$ cat config.mk
export PLATFORM = sky130hd
export DESIGN_NAME = imm_extend_pipe
export DESIGN_NICKNAME = d
export VERILOG_FILES = /design/src/rtl/imm_extend_pipe.sv
export SDC_FILE = /design/constraint.sdc
export NUM_CORES = 1
export LEC_CHECK = 0
export BUFFER_PORTS_ARGS = -buffer_cell sky130_fd_sc_hd__buf_2
export CAP_MARGIN = 20
export CORE_AREA = 4 4 102 128
export DETAILED_ROUTE_END_ITERATION = 6
export DIE_AREA = 0 0 106 132
export PLACE_DENSITY_LB_ADDON = 0.3
export SLEW_MARGIN = 20
export SYNTH_ARGS = -nofsm -noshare
export SYNTH_HDL_FRONTEND = slang
export SYNTH_SLANG_ARGS = --single-unit
$ cat constraint.sdc
create_clock -name clk -period 3.05 [get_ports clk]
set_input_delay 0.1525 -clock clk [delete_from_list [all_inputs] [get_ports clk]]
set_output_delay 0.1525 -clock clk [all_outputs]
set_load 0.05 [all_outputs]
$ cat src/rtl/imm_extend_pipe.sv
// imm_extend_pipe: per-lane RV32I immediate extension registered behind a valid/ready skid buffer
module imm_extend_pipe #(
  parameter int LANES = 2,
  parameter int XLEN  = 32,
  parameter int SKID  = 1
) (
  input  logic                  clk,
  input  logic                  reset,
  input  logic                  in_valid,
  output logic                  in_ready,
  input  logic [LANES*25-1:0]   in_instr,
  input  logic [LANES*3-1:0]    in_immsrc,
  input  logic [LANES-1:0]      in_lane_en,
  output logic                  out_valid,
  input  logic                  out_ready,
  output logic [LANES*XLEN-1:0] out_imm,
  output logic [LANES-1:0]      out_lane_en,
  output logic [LANES-1:0]      out_illegal
);
  typedef struct packed {
    logic [LANES*XLEN-1:0] imm;
    logic [LANES-1:0]      en;
    logic [LANES-1:0]      ill;
  } bundle_t;
  typedef enum logic [1:0] {EMPTY, ONE, TWO} state_t;
  bundle_t new_b, main_q, main_d, skid_q, skid_d;
  state_t state_q, state_d;
  logic rdy_q, acc, dlv;
  // v holds instr[31:7], so instr bit n lives at v[n-7]
  function automatic logic [XLEN-1:0] ext(input logic [24:0] v, input logic [2:0] s);
    logic [XLEN-1:0] r;
    r = {XLEN{v[24]}};
    case (s)
      3'd0: r[11:0] = v[24:13];
      3'd1: r[11:0] = {v[24:18], v[4:0]};
      3'd2: r[11:0] = {v[0], v[23:18], v[4:1], 1'b0};
      3'd3: r[19:0] = {v[12:5], v[13], v[23:14], 1'b0};
      3'd4: r[31:0] = {v[24:5], 12'b0};
      3'd5: r = XLEN'(v[17:13]);
      default: r = '0;
    endcase
    return r;
  endfunction
  always_comb begin
    new_b = '0;
    for (int k = 0; k < LANES; k++) begin
      new_b.en[k] = in_lane_en[k];
      new_b.ill[k] = in_lane_en[k] & in_immsrc[3*k+2] & in_immsrc[3*k+1];
      new_b.imm[k*XLEN +: XLEN] = in_lane_en[k] ? ext(in_instr[25*k +: 25], in_immsrc[3*k +: 3]) : '0;
    end
  end
  assign out_valid = state_q != EMPTY;
  assign in_ready  = ~reset & (SKID != 0 ? rdy_q : (out_ready | ~out_valid));
  assign acc = in_valid & in_ready;
  assign dlv = out_valid & out_ready;
  assign {out_imm, out_lane_en, out_illegal} = main_q;
  // without a skid register, accept in ONE implies deliver, so TWO is unreachable
  always_comb begin
    state_d = state_q;
    main_d  = main_q;
    skid_d  = skid_q;
    case (state_q)
      EMPTY: begin
        state_d = acc ? ONE : EMPTY;
        main_d  = acc ? new_b : main_q;
      end
      ONE: begin
        state_d = acc ? (dlv ? ONE : TWO) : (dlv ? EMPTY : ONE);
        main_d  = acc & dlv ? new_b : main_q;
        skid_d  = acc & ~dlv ? new_b : skid_q;
      end
      TWO: begin
        state_d = dlv ? ONE : TWO;
        main_d  = dlv ? skid_q : main_q;
      end
      default: state_d = EMPTY;
    endcase
  end
  always_ff @(posedge clk) begin
    if (reset) begin
      state_q <= EMPTY;
      main_q  <= '0;
      skid_q  <= '0;
      rdy_q   <= 1'b1;
    end else begin
      state_q <= state_d;
      main_q  <= main_d;
      skid_q  <= skid_d;
      rdy_q   <= state_d != TWO;
    end
  end
endmodule

* After elaboration in Yosys (flattened, before gate mapping)
Index checks and enable logic that the tools add are counted.
** Word-level totals
- Bits in registers :: 139
- Input bits :: 62
- Output and inout bits :: 70
- Logic and storage cells :: 65
** Cells by class
- Eq/ne operators :: 16
- Mux-type cells :: 17
- Bitwise logic cells :: 11
- Reduce and logical (&&, ||, !) cells :: 13
** Operators with widths (number)
- two-way mux 68 bit :: 3
- case mux 68 bit (3 select lines) :: 1
- case mux 12 bit (5 select lines) :: 2
- two-way mux 32 bit :: 2
- case mux 12 bit (2 select lines) :: 2
- case mux 8 bit (2 select lines) :: 2
- == test 3 x 2 -> 1 bit, second input constant :: 4
- == test 3 bit, second input constant :: 4
- bitwise AND 1 bit :: 9
- != test 2 bit, second input constant :: 4
- OR reduction 4 bit :: 2
- == test 3 x 1 -> 1 bit, second input constant :: 2
- logical NOT 3 bit :: 2
- case mux 2 bit (3 select lines) :: 1
- OR reduction 3 bit :: 2
- two-way mux 2 bit :: 2
- AND reduction 4 bit :: 1
- OR reduction 2 bit :: 2
- nonzero test 3 bit :: 1
- == test 2 x 1 -> 1 bit, second input constant :: 1
- == test 2 bit, second input constant :: 1
- logical NOT 2 bit :: 1
- two-way mux 1 bit :: 2
- NOT 1 bit :: 2
- other kinds (2) :: 2

* Depth between registers and ports, before layout
- Depth in word-level cells :: 6
- Gate-level depth with buffers :: 11
- Depth with buffers taken out :: 8

* Worst setup path after synthesis
Ideal clock, no wire load.
- Kind :: register -> register
- Start point :: reg state_q[1]
- End point :: reg skid_q[41] in the netlist's numbering
- Library setup time :: 0.070 ns
- Arrival time :: 1.986 ns
- Required time :: 2.980 ns
- Path slack :: 0.993 ns
- Stages on the path, launching flop included :: 11
- Path buffers :: 3
- Clock period less this slack :: 2.057 ns
- Cell sequence :: dfxtp_1 > buf_6 > or2_4 > and2_1 > inv_1 > ha_1 > and3_1 > clkbuf_1 > clkbuf_1 > nand3_1 > a21oi_1
** Between the ends
- Cells in the longest elaborated chain, start to end :: 5
- Elaborated cells on any way between the ends :: 6
- Classes of those cells :: eq/ne (1); bitwise (3); reduce/logical (2)
** RTL lines
- start, declared :: line 27 : state_t state_q, state_d;
- start signal, assigned :: line 86 : state_q <= state_d;
- nonzero test 2 bit :: line 52 : assign out_valid = state_q != EMPTY;
- via out_valid :: line 14 : output logic out_valid,
- bitwise AND 1 bit :: line 55 : assign dlv = out_valid & out_ready;
- NOT 1 bit :: line 70 : skid_d = acc & ~dlv ? new_b : skid_q;
- bitwise AND 1 bit :: line 70
- AND reduction 2 bit (no source line)
- end signal, assigned :: line 88 : skid_q <= skid_d;
- end, declared :: line 26 : bundle_t new_b, main_q, main_d, skid_q, skid_d;
The timed path passes the listed nets, and every way through them passes these cells.
A chain may end at the register's enable or synchronous reset.

* Worst setup path after layout
- Start point :: reg state_q[1]
- End point :: reg main_q (netlist bit out_imm[0])
** Between the ends
- Cells in the longest elaborated chain, start to end :: 5
- Elaborated cells on any way between the ends :: 12
- Classes of those cells :: eq/ne (5); mux (1); bitwise (2); reduce/logical (4)
** RTL lines
- nonzero test 2 bit :: line 52
- bitwise AND 1 bit :: line 55
- bitwise AND 1 bit :: line 69 : main_d = acc & dlv ? new_b : main_q;
- != test 2 bit (no source line)
- AND reduction 4 bit (no source line)
- end signal, assigned :: line 87 : main_q <= main_d;
- end, declared :: line 26
Several ways; a longest one is shown, not always the timed one.

==> reports/qor.csv <==
metric,value,unit
unrepaired setup endpoints after global routing,false,
Final Util,67.5,%
PnR worst setup slack,643,ps
Fin Setup TNS,0,ps
Worst Path Max Fanout,26,
Critical Path RT,3380,ps
Starting Density,58.0,%
Final Non-Filler Cells,1060,
post-synthesis sequential area ratio,40.2,%
first-pass GRT wire length,30.5,mm
CTS Buf Count,17,
H-tree depth,4,
via-per-instance ratio,6.09,
max-slew violations,0,
number of distinct library cells after synthesis,50,
Clock Root Buffer,clkbuf_16,
port bufs,131,
syn nets,866,
worst r2r src,state_q[1],
number of flops mapped to enable cells by yosys,0,
Design Power,4.79,mW
Post-Syn Area per Cell,8.63,sq um
Synth area leaders,"dfxtp_1 40%, a221oi_2 6.9%, nor2_1 6.1%, a21oi_1 3.9%, a22oi_1 3.5%",
top-count cell post-synth,dfxtp_1,
Clock transition at path regs,60,ps
clock sinks,139,
Post-synth ARST share,0,%
die width,106,microns
"slowest stage delay, CP",520,ps
# nets final,947,
Hold Crit Start,in_instr[20],
worst reg-to-reg path cell count,8,
gr usage total,26.6,%
Min-Delay Path Class,primary input to register,
peak supply drop,0.000467,V
CP max stage cell,o221a_2,
post-synth top area share,40.2,%
setup bufs post-CTS,0,
Max Fclk,416,MHz
CTS hold repair buffers,0,
R2R setup slack,640,ps
die area,14000,sq um
synthesis-stage register bit count,139,
status,"complete, no violations",
layout cells sized above 1,26.3,%
post-route clock period utilization,78.9,%
vias in the first global route,6274,
worst hold stages,3,
std cell rows,45,
Mapped Cells,802,
Synth area leader,dfxtp_1,
CTS tree,built,
Startpoint Class,register,
final setup fails,0,
largest net degree at the start of global routing,71,
Inst Count DP,1028,
total core area,11900,sq um
minimum clock period,2410,ps
PwrDens,595,nW/um^2
clk_lat worst skew,420,ps
die height,132,microns
Vias,6457,
total grt overflow,0,
Relative slew margins,27.8,%
Pre-Repair DR Iteration Count,5,
Area growth syn-to-layout,16.4,%
clock skew,11.6,ps
initial antenna violation count,0,
Slew @ Worst Pin,1080,ps
synthesized area,6920,sq um
Ys Warns,0,
Worst setup EP type,register,
I/O Pins,132,
Residual DRC,0,
final wirelength,18.9,mm
drt first-iter violations,340,
Post-synth top cells,"139 x dfxtp_1, 112 x nor2_1, 64 x nand2_1",
Max Cap Viol,0,
Fin. Hold Viols,0,
CP cell instances,or2_4 > and2_1 > ha_1 > nand2_1 > o221a_2 > buf_12 > a21oi_1 > a211oi_1,
placer congestion estimate,0.830,
ys flop type,dfxtp_1,
post-cts gate resize count,0,
Worst Hold Path EP,skid_q[11],
Lkg Pwr,3.30,nW
CP Class,register to register,
DP HPWL,12.8,mm
CP arrival,2730,ps
drt wl/cell,17.8,microns
pre-CTS WS,676,ps
Antenna Violating Nets Remaining,0,
Antenna diodes,0,
r2r endpoint,out_imm[0],
Clock Tree Buf Depth,2,
[how the worst max path moves through the flow]
stage | startpoint | to | cells past startpoint
floorplan | state_q[1] | skid_q[41] | 10
global placement | state_q[1] | out_imm[53] | 8
detailed placement | state_q[1] | out_imm[0] | 8
CTS | state_q[1] | out_imm[0] | 8
global route | state_q[1] | out_imm[61] | 8
finish | state_q[1] | out_imm[0] | 8
[layout by cell type, fill, tap and decap left out, types with 7 or more instances in the layout]
master / count
o211ai_1: 8
a31o_2: 8
a22oi_1: 32
a21o_1: 22
o21ai_0: 39
nor3_1: 25
nor3_2: 9
a211oi_1: 19
nand2b_1: 30
buf_4: 15
nor2_1: 112
or4bb_1: 8
a21oi_1: 54
nand2_1: 64
nor2b_1: 7
dfxtp_1: 139
nand4b_1: 8
a311oi_1: 16
a221oi_2: 32
clkbuf_16: 17
buf_2: 130
nand3_1: 24
mux2i_1: 11
[state kept, by name (all words and copies together) (netlist names)]
signal / flops
skid_q: 68
state_q: 2
rdy_q: 1
out_illegal: 2
out_imm: 64
out_lane_en: 2
[critical path: cells and delay by family (launching register included)]
family / cells / cell delay, ps
AO/OA/AOI/OAI: 3 / 820
buffers and inverters: 1 / 270
adder cells (fa/ha/maj): 1 / 170
flip-flops: 1 / 410
AND/OR/NAND/NOR: 3 / 630
[report_power, final]
part           internal (mW)  total, mW  leakage [nW]  switching, mW
Clock                   1.14       1.96         0.266          0.825
Sequential              1.90       1.94          1.13         0.0485
Combinational          0.256      0.888          1.91          0.631
Total                   3.29       4.79          3.30           1.51
[through the flow]
| step | cell area (sq um) | hold slack, ps |
|---|---|---|
| 2_1_floorplan | 6920 | 300 |
| 3_3_place_gp | 7490 | 438 |
| 3_5_place_dp | 7490 | 444 |
| 4_1_cts | 8060 | 5.26 |
| 5_1_grt | 8060 | 12.5 |
| 6_report | 8060 | 17.8 |
[final cells by class]
type,instances,area [sq um]
sequential,139,2780
tap,164,205
clock buffer,18,429
multi-input combinational,575,3690
inverter,3,11.3
clock inverter,14,138
fill,988,3880
timing repair buffer,147,803
[kinds of logic (layout without fill, tap and decap cells)]
logic type | Yosys count | after routing | synth area share (%)
DFF | 139 | 139 | 40.2
adders and majority gates | 2 | 2 | 0.361
AOI/OAI and AO/OA | 244 | 244 | 27.3
and+or+nand+nor | 314 | 314 | 23.1
muxes | 11 | 11 | 1.59
xor gates and xnor gates | 4 | 4 | 0.615
buffers and inverters | 88 | 182 | 6.81
[layer usage]
metal	up-vias	share of wire [%]	GRT usage [%]
li1	3072	-	-
met1	3080	39	31.5
met2	270	51	46.2
met3	35	7.5	6.57
met4	0	2.5	10.4
met5	-	0	0
No activity file was read; power rests on OpenSTA's default activity.
